--- config.mk ---
export PLATFORM = sky130hd
export DESIGN_NAME = word_splitter_flat
export DESIGN_NICKNAME = d
export VERILOG_FILES = /design/src/rtl/word_splitter_if.sv /design/src/rtl/word_splitter.sv /design/src/flat_wrapper.sv
export SDC_FILE = /design/constraint.sdc
export NUM_CORES = 1
export LEC_CHECK = 0
export ABC_AREA = 1
export CORE_ASPECT_RATIO = 1.75
export CORE_MARGIN = 2
export CORE_UTILIZATION = 46
export CTS_CLUSTER_SIZE = 40
export DETAILED_ROUTE_END_ITERATION = 16
export PLACE_DENSITY = 0.75
export SLEW_MARGIN = 25
export SYNTH_ARGS = -nofsm -noshare
export SYNTH_HDL_FRONTEND = slang
export SYNTH_SLANG_ARGS = --single-unit
--- constraint.sdc ---
create_clock -name clk1 -period 1.3 [get_ports clk1]
set_input_delay 0.26 -clock clk1 [delete_from_list [all_inputs] [get_ports clk1]]
set_output_delay 0.26 -clock clk1 [all_outputs]
set_load 0.03 [all_outputs]
--- src/rtl/word_splitter_if.sv ---
// Word handshake and byte-bus bundle between a word source and word_splitter.
// The master side offers words and observes the emitted byte stream.
interface word_splitter_if #(
  parameter int ADDR_W = 13
) ();
  logic              in_valid;
  logic [15:0]       in_word;
  logic              in_ready;
  logic              ena;
  logic [7:0]        data;
  logic [ADDR_W-1:0] addr;
  logic              phase;

  modport master (
    output in_valid,
    output in_word,
    input  in_ready,
    input  ena,
    input  data,
    input  addr,
    input  phase
  );

  modport slave (
    input  in_valid,
    input  in_word,
    output in_ready,
    output ena,
    output data,
    output addr,
    output phase
  );
endinterface

--- src/rtl/word_splitter.sv ---
// Sends each accepted 16-bit word as a high/low byte pair on consecutive cycles,
// with a one-word pending buffer so a stream of words flows without bubbles.
module word_splitter #(
  parameter int ADDR_W = 13
) (
  input  logic              clk1,
  input  logic              rst,
  word_splitter_if.slave    bus,
  input  logic              addr_load,
  input  logic [ADDR_W-1:0] addr_base,
  output logic              busy,
  output logic [7:0]        word_cnt
);

  typedef enum logic [1:0] {
    S_IDLE = 2'd0,
    S_HI   = 2'd1,
    S_LO   = 2'd2
  } state_e;

  state_e            state_q, state_d;
  logic [15:0]       sreg_q, sreg_d;
  logic [15:0]       pend_q, pend_d;
  logic              pend_v_q, pend_v_d;
  logic              ena_q, ena_d;
  logic [7:0]        data_q, data_d;
  logic              phase_q, phase_d;
  logic [ADDR_W-1:0] addr_q, addr_d;
  logic [7:0]        cnt_q, cnt_d;
  logic              accept_s;
  logic              load_ok_s;

  assign accept_s  = bus.in_valid && !pend_v_q;
  assign load_ok_s = addr_load && (state_q == S_IDLE) && !pend_v_q;

  // Next-state, buffering and registered-output computation.
  always_comb begin
    state_d  = state_q;
    sreg_d   = sreg_q;
    pend_d   = pend_q;
    pend_v_d = pend_v_q;
    cnt_d    = cnt_q;
    case (state_q)
      S_IDLE: begin
        if (accept_s) begin
          sreg_d  = bus.in_word;
          state_d = S_HI;
        end else begin
          state_d = S_IDLE;
        end
      end
      S_HI: begin
        state_d = S_LO;
        if (accept_s) begin
          pend_d   = bus.in_word;
          pend_v_d = 1'b1;
        end else begin
          pend_v_d = pend_v_q;
        end
      end
      S_LO: begin
        cnt_d = cnt_q + 8'd1;
        // A buffered word takes priority; the port is closed while it waits.
        if (pend_v_q) begin
          sreg_d   = pend_q;
          pend_v_d = 1'b0;
          state_d  = S_HI;
        end else if (accept_s) begin
          sreg_d  = bus.in_word;
          state_d = S_HI;
        end else begin
          state_d = S_IDLE;
        end
      end
      default: begin
        state_d  = S_IDLE;
        pend_v_d = 1'b0;
      end
    endcase

    case (state_d)
      S_HI: begin
        ena_d   = 1'b1;
        data_d  = sreg_d[15:8];
        phase_d = 1'b0;
      end
      S_LO: begin
        ena_d   = 1'b1;
        data_d  = sreg_d[7:0];
        phase_d = 1'b1;
      end
      default: begin
        ena_d   = 1'b0;
        data_d  = 8'h00;
        phase_d = 1'b0;
      end
    endcase

    if (load_ok_s) begin
      addr_d = addr_base;
    end else if (ena_q) begin
      addr_d = addr_q + {{(ADDR_W-1){1'b0}}, 1'b1};
    end else begin
      addr_d = addr_q;
    end
  end

  // State and output registers with synchronous reset.
  always_ff @(posedge clk1) begin
    if (rst) begin
      state_q  <= S_IDLE;
      sreg_q   <= 16'h0000;
      pend_q   <= 16'h0000;
      pend_v_q <= 1'b0;
      ena_q    <= 1'b0;
      data_q   <= 8'h00;
      phase_q  <= 1'b0;
      addr_q   <= {ADDR_W{1'b0}};
      cnt_q    <= 8'h00;
    end else begin
      state_q  <= state_d;
      sreg_q   <= sreg_d;
      pend_q   <= pend_d;
      pend_v_q <= pend_v_d;
      ena_q    <= ena_d;
      data_q   <= data_d;
      phase_q  <= phase_d;
      addr_q   <= addr_d;
      cnt_q    <= cnt_d;
    end
  end

  assign bus.in_ready = !pend_v_q;
  assign bus.ena      = ena_q;
  assign bus.data     = data_q;
  assign bus.phase    = phase_q;
  assign bus.addr     = addr_q;
  assign busy         = (state_q != S_IDLE) || pend_v_q;
  assign word_cnt     = cnt_q;

endmodule

--- src/flat_wrapper.sv ---
// flat-port wrapper written by rule: the top's interface ports become plain ports
module word_splitter_flat 
#(
  parameter int ADDR_W = 13
)
  (clk1, rst, addr_load, addr_base, busy, word_cnt, bus_in_valid, bus_in_word, bus_in_ready, bus_ena, bus_data, bus_addr, bus_phase);
  word_splitter_if #(.ADDR_W(ADDR_W)) bus_i ();
  input  logic clk1;
  input  logic rst;
  input  logic addr_load;
  input  logic [ADDR_W-1:0] addr_base;
  output logic busy;
  output logic [7:0] word_cnt;
  input wire logic [$bits(bus_i.in_valid)-1:0] bus_in_valid;
  input wire logic [$bits(bus_i.in_word)-1:0] bus_in_word;
  output wire logic [$bits(bus_i.in_ready)-1:0] bus_in_ready;
  output wire logic [$bits(bus_i.ena)-1:0] bus_ena;
  output wire logic [$bits(bus_i.data)-1:0] bus_data;
  output wire logic [$bits(bus_i.addr)-1:0] bus_addr;
  output wire logic [$bits(bus_i.phase)-1:0] bus_phase;
  assign bus_i.in_valid = bus_in_valid;
  assign bus_i.in_word = bus_in_word;
  assign bus_in_ready = bus_i.in_ready;
  assign bus_ena = bus_i.ena;
  assign bus_data = bus_i.data;
  assign bus_addr = bus_i.addr;
  assign bus_phase = bus_i.phase;
  word_splitter #(.ADDR_W(ADDR_W)) u_core (.clk1(clk1), .rst(rst), .bus(bus_i), .addr_load(addr_load), .addr_base(addr_base), .busy(busy), .word_cnt(word_cnt));
endmodule
==> qor.yml, run 1 <==
worst_setup_path:
  required_ns: 1.57
  arrival_ns: 1.81
  crit_path_end_kind: "flip-flop"
  crit_fanout: 6
  crit_type: "reg2reg"
  cp-start-kind: "flip-flop"
job:
  maxCapViolCount: 0
die:
  io_pins: 66
  die-area_sq_um: 7500
  coreArea_sq_um: 6540
  start_util_pct: 47.8
  fp.dieW_um: 66.3
  row_count: 39
  fp.dieH_um: 113
drt:
  detail-route-antenna-nets: 0
  drt_iter0_drc: 218
  via_count: 3523
  viasPerCell: 5.40
  avgRoutedWirePerCell_um: 16.4
  wl_mm: 10.7
  drc: 0
  drt_pass1_iterations: 5
clocking:
  cts_root_buf: "clkbuf_16"
  cts_made_buffers: 9
  clk_path_buf_depth: 2
  cts_tree: "built"
  clk_latency_ns: 0.34
  clock-sinks: 65
  clk_pin_slew_worst_paths_ns: 0.05
  htreeDepth: 3
global_route:
  grt_start_max_net_pins: 34
  grt_pass1_vias: 3491
  grt-ovfl-total: 0
  track_usage_pct: 27.4
  grt_pass1_wl_mm: 15.6
  antenna_found_initial: 0
placement:
  post-dp-hpwl_mm: 6.46
  dpl_cell_area_sq_um: 4170
  place.gp.congestion: 0.825
  numPortBuffers: 65
  place_ws_ns: -0.361
sta:
  min_period_over_period_pct: 119
  period_needed_ns: 1.55
  skew_ns: 0.00812
  worst_slack_ns: -0.246
  hold_viol: 0
  fmax_mhz: 647
  rsz0062_at_grt: "yes"
  maxSlewHeadroom_pct: 72.6
  tightest_slew_ns: 0.411
  drv_slew: 0
  setup-violations-final: 52
yosys:
  ys_types: 36
  synth_top_area_share_pct: 41.6
  syn_avg_cell_area_sq_um: 7.03
  yosysSeqAreaShare_pct: 41.6
  synth_nets: 480
  synth_edf_count: 0
  syn_area_sq_um: 3130
  synth_most_common_cell: "nand2_1"
  yosys-top-cells-area: "dfxtp_1 42%, nand2_1 10%, inv_1 6.2%, nor2_1 6.0%, o21ai_0 5.4%"
  syn_inst: 445
  netlist_top_cells_count: "87 x nand2_1, 65 x dfxtp_1, 52 x inv_1, 50 x nor2_1, 34 x o21ai_0"
  synth_seq_cells: 65
  synthArstFlopShare_pct: 0
  yosys_warnings: 0
  yosysTopAreaCell: "dfxtp_1"
  synth_ff_type: "dfxtp_1"
finish:
  antenna_cells: 0
  drive_gt1_share_pct: 34.7
  design_area_sq_um: 4960
  nFillCells: 486
  area_growth_pct: 58.6
  fin_nets: 600
min_path:
  hold_path_class: "reg2reg"
power_and_ir_drop:
  totalPowerFinal_uw: 5890
  ir_worst_vdd_mv: 1.12
  leakagePower_uw: 0.00211
  power_density_nw_per_um2: 1190
outcome:
  violations: "negative setup slack"
  status: "complete, but fails checks"
## layer usage
| metal | part of all wire [%] | GRT usage (%) |
|---|---|---|
| met3 | 5.0 | 7.16 |
| met5 | 0 | 0 |
| met2 | 55 | 50.6 |
| met1 | 34 | 25.7 |
| met4 | 5.5 | 16.5 |
## per-stage QoR
stage | std cells | hold WS (ns) | TNS (ns) | utilization, %
after floorplan | 445 | 0.395 | 0 | -
after global placement | 621 | 0.438 | -13.80 | 63.8
after detailed placement | 621 | 0.443 | -15.40 | 63.8
after CTS | 646 | 0.451 | -4.12 | 72.4
after global routing | 652 | 0.480 | -9.01 | 75.9
final | 652 | 0.457 | -5.97 | 75.9
## logic make-up after synthesis
logic type	synth area share [%]
compound gates	19.1
xor+xnor	0.840
fa+ha+maj	0.800
buf+inv	10.6
flops	41.6
simple gates	27.1
## repair_timing
action	4_1_cts	5_1_grt
pin swaps	22	18
endpoints found under the setup margin	57	67
gates resized for setup	92	66
gates cloned	3	0
hold buffers	0	0
setup buffers	6	6
hold endpoints to repair	0	0
## cells in the final DEF (no fill, tap or decap), types with 5 or more instances in the layout
cell type / instances
inv_2: 7
nand2_2: 7
o22ai_1: 8
o21ai_1: 14
a21oi_2: 6
dfxtp_2: 12
o21ai_0: 16
clkdlybuf4s50_1: 30
inv_1: 51
buf_6: 15
nand3_1: 21
dfxtp_1: 49
and2_1: 9
nor2_1: 43
a21oi_1: 21
buf_4: 60
o21ai_2: 18
nand2_1: 77
o211ai_1: 5
nor2_4: 7
clkbuf_16: 10
buf_12: 5
## power by group
group | internal (uW) | switching, uW
clock | 1450 | 850
sequential | 2140 | 96.2
combinational | 584 | 768
## path summary, 6_finish.rpt
| kind | start | to | slack [ns] | cells after the start |
|---|---|---|---|---|
| setup / recovery | u_core.state_q[1] | u_core.bus.data[6] | -0.25 | 7 |
| setup reg to reg | u_core.state_q[1] | u_core.bus.data[6] | -0.25 | 7 |
| hold reg to reg | u_core.pend_q[12] | u_core.pend_q[12] | 0.46 | 2 |
| hold / removal | u_core.pend_q[12] | u_core.pend_q[12] | 0.46 | 2 |
## state kept, by name, indices dropped and copies added, names as in the netlist
name	count
u_core.pend_v_q	1
u_core.sreg_q	16
u_core.word_cnt	8
u_core.bus.ena	1
u_core.bus.addr	13
u_core.pend_q	16
u_core.state_q	2
u_core.bus.data	8
## worst max-delay path: stages (launching register included)
cell	delay (ns)
dfxtp_4	0.35
buf_6	0.12
buf_6	0.12
a21oi_4	0.21
clkinvlp_4	0.27
o21ai_2	0.21
nand2_1	0.12
o21ai_2	0.08
## layout make-up
cell class	instances	area (sq um)	share of cell area, %
Inverter	62	248	4.99
Timing Repair Buffer	125	1170	23.5
Timing Repair inverter	2	18.8	0.378
Sequential cell	65	1330	26.8
Multi-Input combinational cell	300	1810	36.4
Clock inverter	2	10.0	0.202
Tap cell	82	103	2.07
Clock buffer	14	275	5.55
No activity file was read; power rests on OpenSTA's default activity.
==> run 2, diff against run 1 <==
Settings changed: SKIP_CTS_REPAIR_TIMING set to 1.
==> qor.yml, run 2 (same netlist as run 1, synthesis figures left out) <==
clocking:
  cts_made_buffers: 9  # unchanged
  cts_root_buf: "clkbuf_16"
  cts_tree: "built"
  clk_pin_slew_worst_paths_ns: 0.05  # about the same
  htreeDepth: 3  # unchanged
  clock-sinks: 65  # unchanged
  clk_latency_ns: 0.34  # about the same
  clk_path_buf_depth: 2  # unchanged
die:
  die-area_sq_um: 7500  # unchanged
  start_util_pct: 47.8  # unchanged
  row_count: 39  # unchanged
  coreArea_sq_um: 6540  # unchanged
  io_pins: 66  # unchanged
  fp.dieH_um: 113  # unchanged
  fp.dieW_um: 66.3  # unchanged
outcome:
  status: "complete, but fails checks"
  violations: "negative setup slack"
finish:
  drive_gt1_share_pct: 36.5  # +1.8 points
  design_area_sq_um: 5200  # +4.8%
  post-route-util_pct: 79.5  # +3.7 points
  layout_commonest_cell: "nand2_1"
  nFillCells: 405  # -17%
  multi_input_area_sq_um: 1920  # +6.0%
  fin_nets: 600  # unchanged
  antenna_cells: 0  # unchanged
  area_growth_pct: 66.3
  layout_common_cells: "76 x nand2_1, 51 x inv_1, 50 x buf_4, 50 x dfxtp_1, 39 x nor2_1"
  register_area_sq_um: 1330  # about the same
worst_setup_path:
  worst_path_largest_cell_delay_ns: 0.36  # about the same
  crit_chain: "buf_12 -> nor2_4 -> buf_6 -> nand3_4 -> nand2_4 -> o21ai_0 -> inv_1 -> nand2_1 -> a21oi_1"
  r2r-end: "u_core.bus.addr[12]"
  critPathSlowestCell: "dfxtp_4"
  crit_path_end_kind: "flip-flop"
  r2r_slack_ns: -0.21  # +0.03 ns
  crit_type: "reg2reg"
  required_ns: 1.55  # -0.02 ns
  critPathCapture: "u_core.bus.addr[12]"
  critPathLaunch: "u_core.state_q[0]"
  r2r-start: "u_core.state_q[0]"
  r2r_cells: 9  # +2
  crit_fanout: 8  # +2
  cp-start-kind: "flip-flop"
  arrival_ns: 1.76  # -0.05 ns
placement:
  place.gp.congestion: 0.825  # unchanged
  place_ws_ns: -0.361  # unchanged
  post-dp-hpwl_mm: 6.46  # unchanged
  numPortBuffers: 65  # unchanged
  dpl_cell_area_sq_um: 4170  # unchanged
power_and_ir_drop:
  power_switching_share_pct: 29.7  # +0.59 points
  power.net_switching_uw: 1800  # +5.1%
  leakagePower_uw: 0.00233  # +10%
  combPwrFrac_pct: 24.9  # +2.0 points
  p_seq_share_pct: 36.9  # -1.1 points
  p_clk_share_pct: 38.3  # -0.8 points
  internal-power_uw: 4270  # +2.2%
  ir_worst_vdd_mv: 0.888  # -20%
  power_density_nw_per_um2: 1170  # -1.7%
sta:
  setup-violations-final: 54  # +3.8%
  drv_slew: 0  # unchanged
  min_period_over_period_pct: 116  # -2.6 points
  rsz0062_at_grt: "yes"
  tightest_slew_ns: 0.365  # -0.0455 ns
  maxSlewHeadroom_pct: 75.6  # +3.0 points
  worst_slack_ns: -0.212  # +0.0334 ns
  finalSetupTns_ns: -4.73  # +1.24 ns
  hold_viol: 0  # unchanged
  skew_ns: 0.00973  # +0.00162 ns
  period_needed_ns: 1.51  # -0.0334 ns
  fmax_mhz: 661  # +2.2%
global_route:
  antenna_found_initial: 0  # unchanged
  track_usage_pct: 24.9  # -2.5 points
  grt_pass1_vias: 3253  # -6.8%
  grt-ovfl-total: 0  # unchanged
  grt_pass1_wl_mm: 14.3  # -8.1%
  grt_start_max_net_pins: 34  # unchanged
drt:
  drc: 0  # unchanged
  via_count: 3560  # +1.1%
  viasPerCell: 5.46  # +1.1%
  avgRoutedWirePerCell_um: 17.6  # +6.9%
  wl_mm: 11.5  # +6.9%
  drt_pass1_iterations: 4  # -1
  drt_iter0_drc: 287  # +32%
  detail-route-antenna-nets: 0  # unchanged
min_path:
  hold_path_class: "reg2reg"
  holdPathStages: 2  # unchanged
job:
  maxCapViolCount: 0  # unchanged
[run 2: cell count changes in the layout (fill, tap and decap cells not counted), moves of 4 or more]
cell             before  now
buf_4                60   50
buf_6                15   22
clkbuf_16            10   14
clkdlybuf4s15_1       4    0
dlymetal6s2s_1        1   11
nand3_1              21   17
nand3_2               3    7
nor2_1               43   39
o21ai_0              16   11
o22ai_1               8    4
o22ai_2               4    8
[run 2: power by group through the flow]
stage	clock [uW]	sequential [uW]	combinational, uW
global route	2420	2250	1600
floorplan	0	2390	496
detailed placement	0	2270	1120
finish	2320	2240	1510
CTS	2320	2220	1130
global placement	0	2260	1090
[run 2: layout make-up]
class / instances / share of cell area [%]
inverters: 62 / 4.86
clock inverters: 2 / 0.192
repair inverters: 1 / 0.144
repair buffers: 126 / 25.1
flip-flops and latches: 65 / 25.6
well taps: 82 / 1.97
clock buffers: 14 / 5.29
multi-input cells: 300 / 36.9
[run 2: how the worst min path moves through the flow]
| stage | slack (ns) | endpoint | start |
|---|---|---|---|
| 2_1_floorplan | 0.39 | u_core.pend_q[1] | bus_in_word[1] |
| 3_3_place_gp | 0.44 | u_core.pend_q[12] | u_core.pend_q[12] |
| 3_5_place_dp | 0.44 | u_core.pend_q[13] | u_core.pend_q[13] |
| 4_1_cts | 0.45 | u_core.pend_q[13] | u_core.pend_q[13] |
| 5_1_grt | 0.48 | u_core.pend_q[14] | u_core.pend_q[14] |
| 6_report | 0.45 | u_core.pend_q[12] | u_core.pend_q[12] |
[run 2: metrics by stage]
stage	cells	hold slack (ns)	total power, uW
finish	652	0.455	6070
global route	652	0.482	6260
CTS	637	0.450	5670
detailed placement	621	0.443	3380
global placement	621	0.438	3350
floorplan	445	0.395	2880
[run 2: worst max-delay path, delay by kind of cell (launching register included)]
kind                   cells  cell delay [ns]
AO/OA/AOI/OAI              2             0.27
AND/OR/NAND/NOR            4             0.49
buffers and inverters      3             0.31
flip-flops                 1             0.36
[run 2: per-layer routing]
| metal | up-vias | GRT usage, % | wire [um] |
|---|---|---|---|
| li1 | 1692 | - | - |
| met1 | 1674 | 25.6 | 3930 |
| met2 | 155 | 45.4 | 6390 |
| met3 | 39 | 5.17 | 636 |
| met4 | 0 | 13.2 | 507 |
| met5 | - | 0 | 0 |
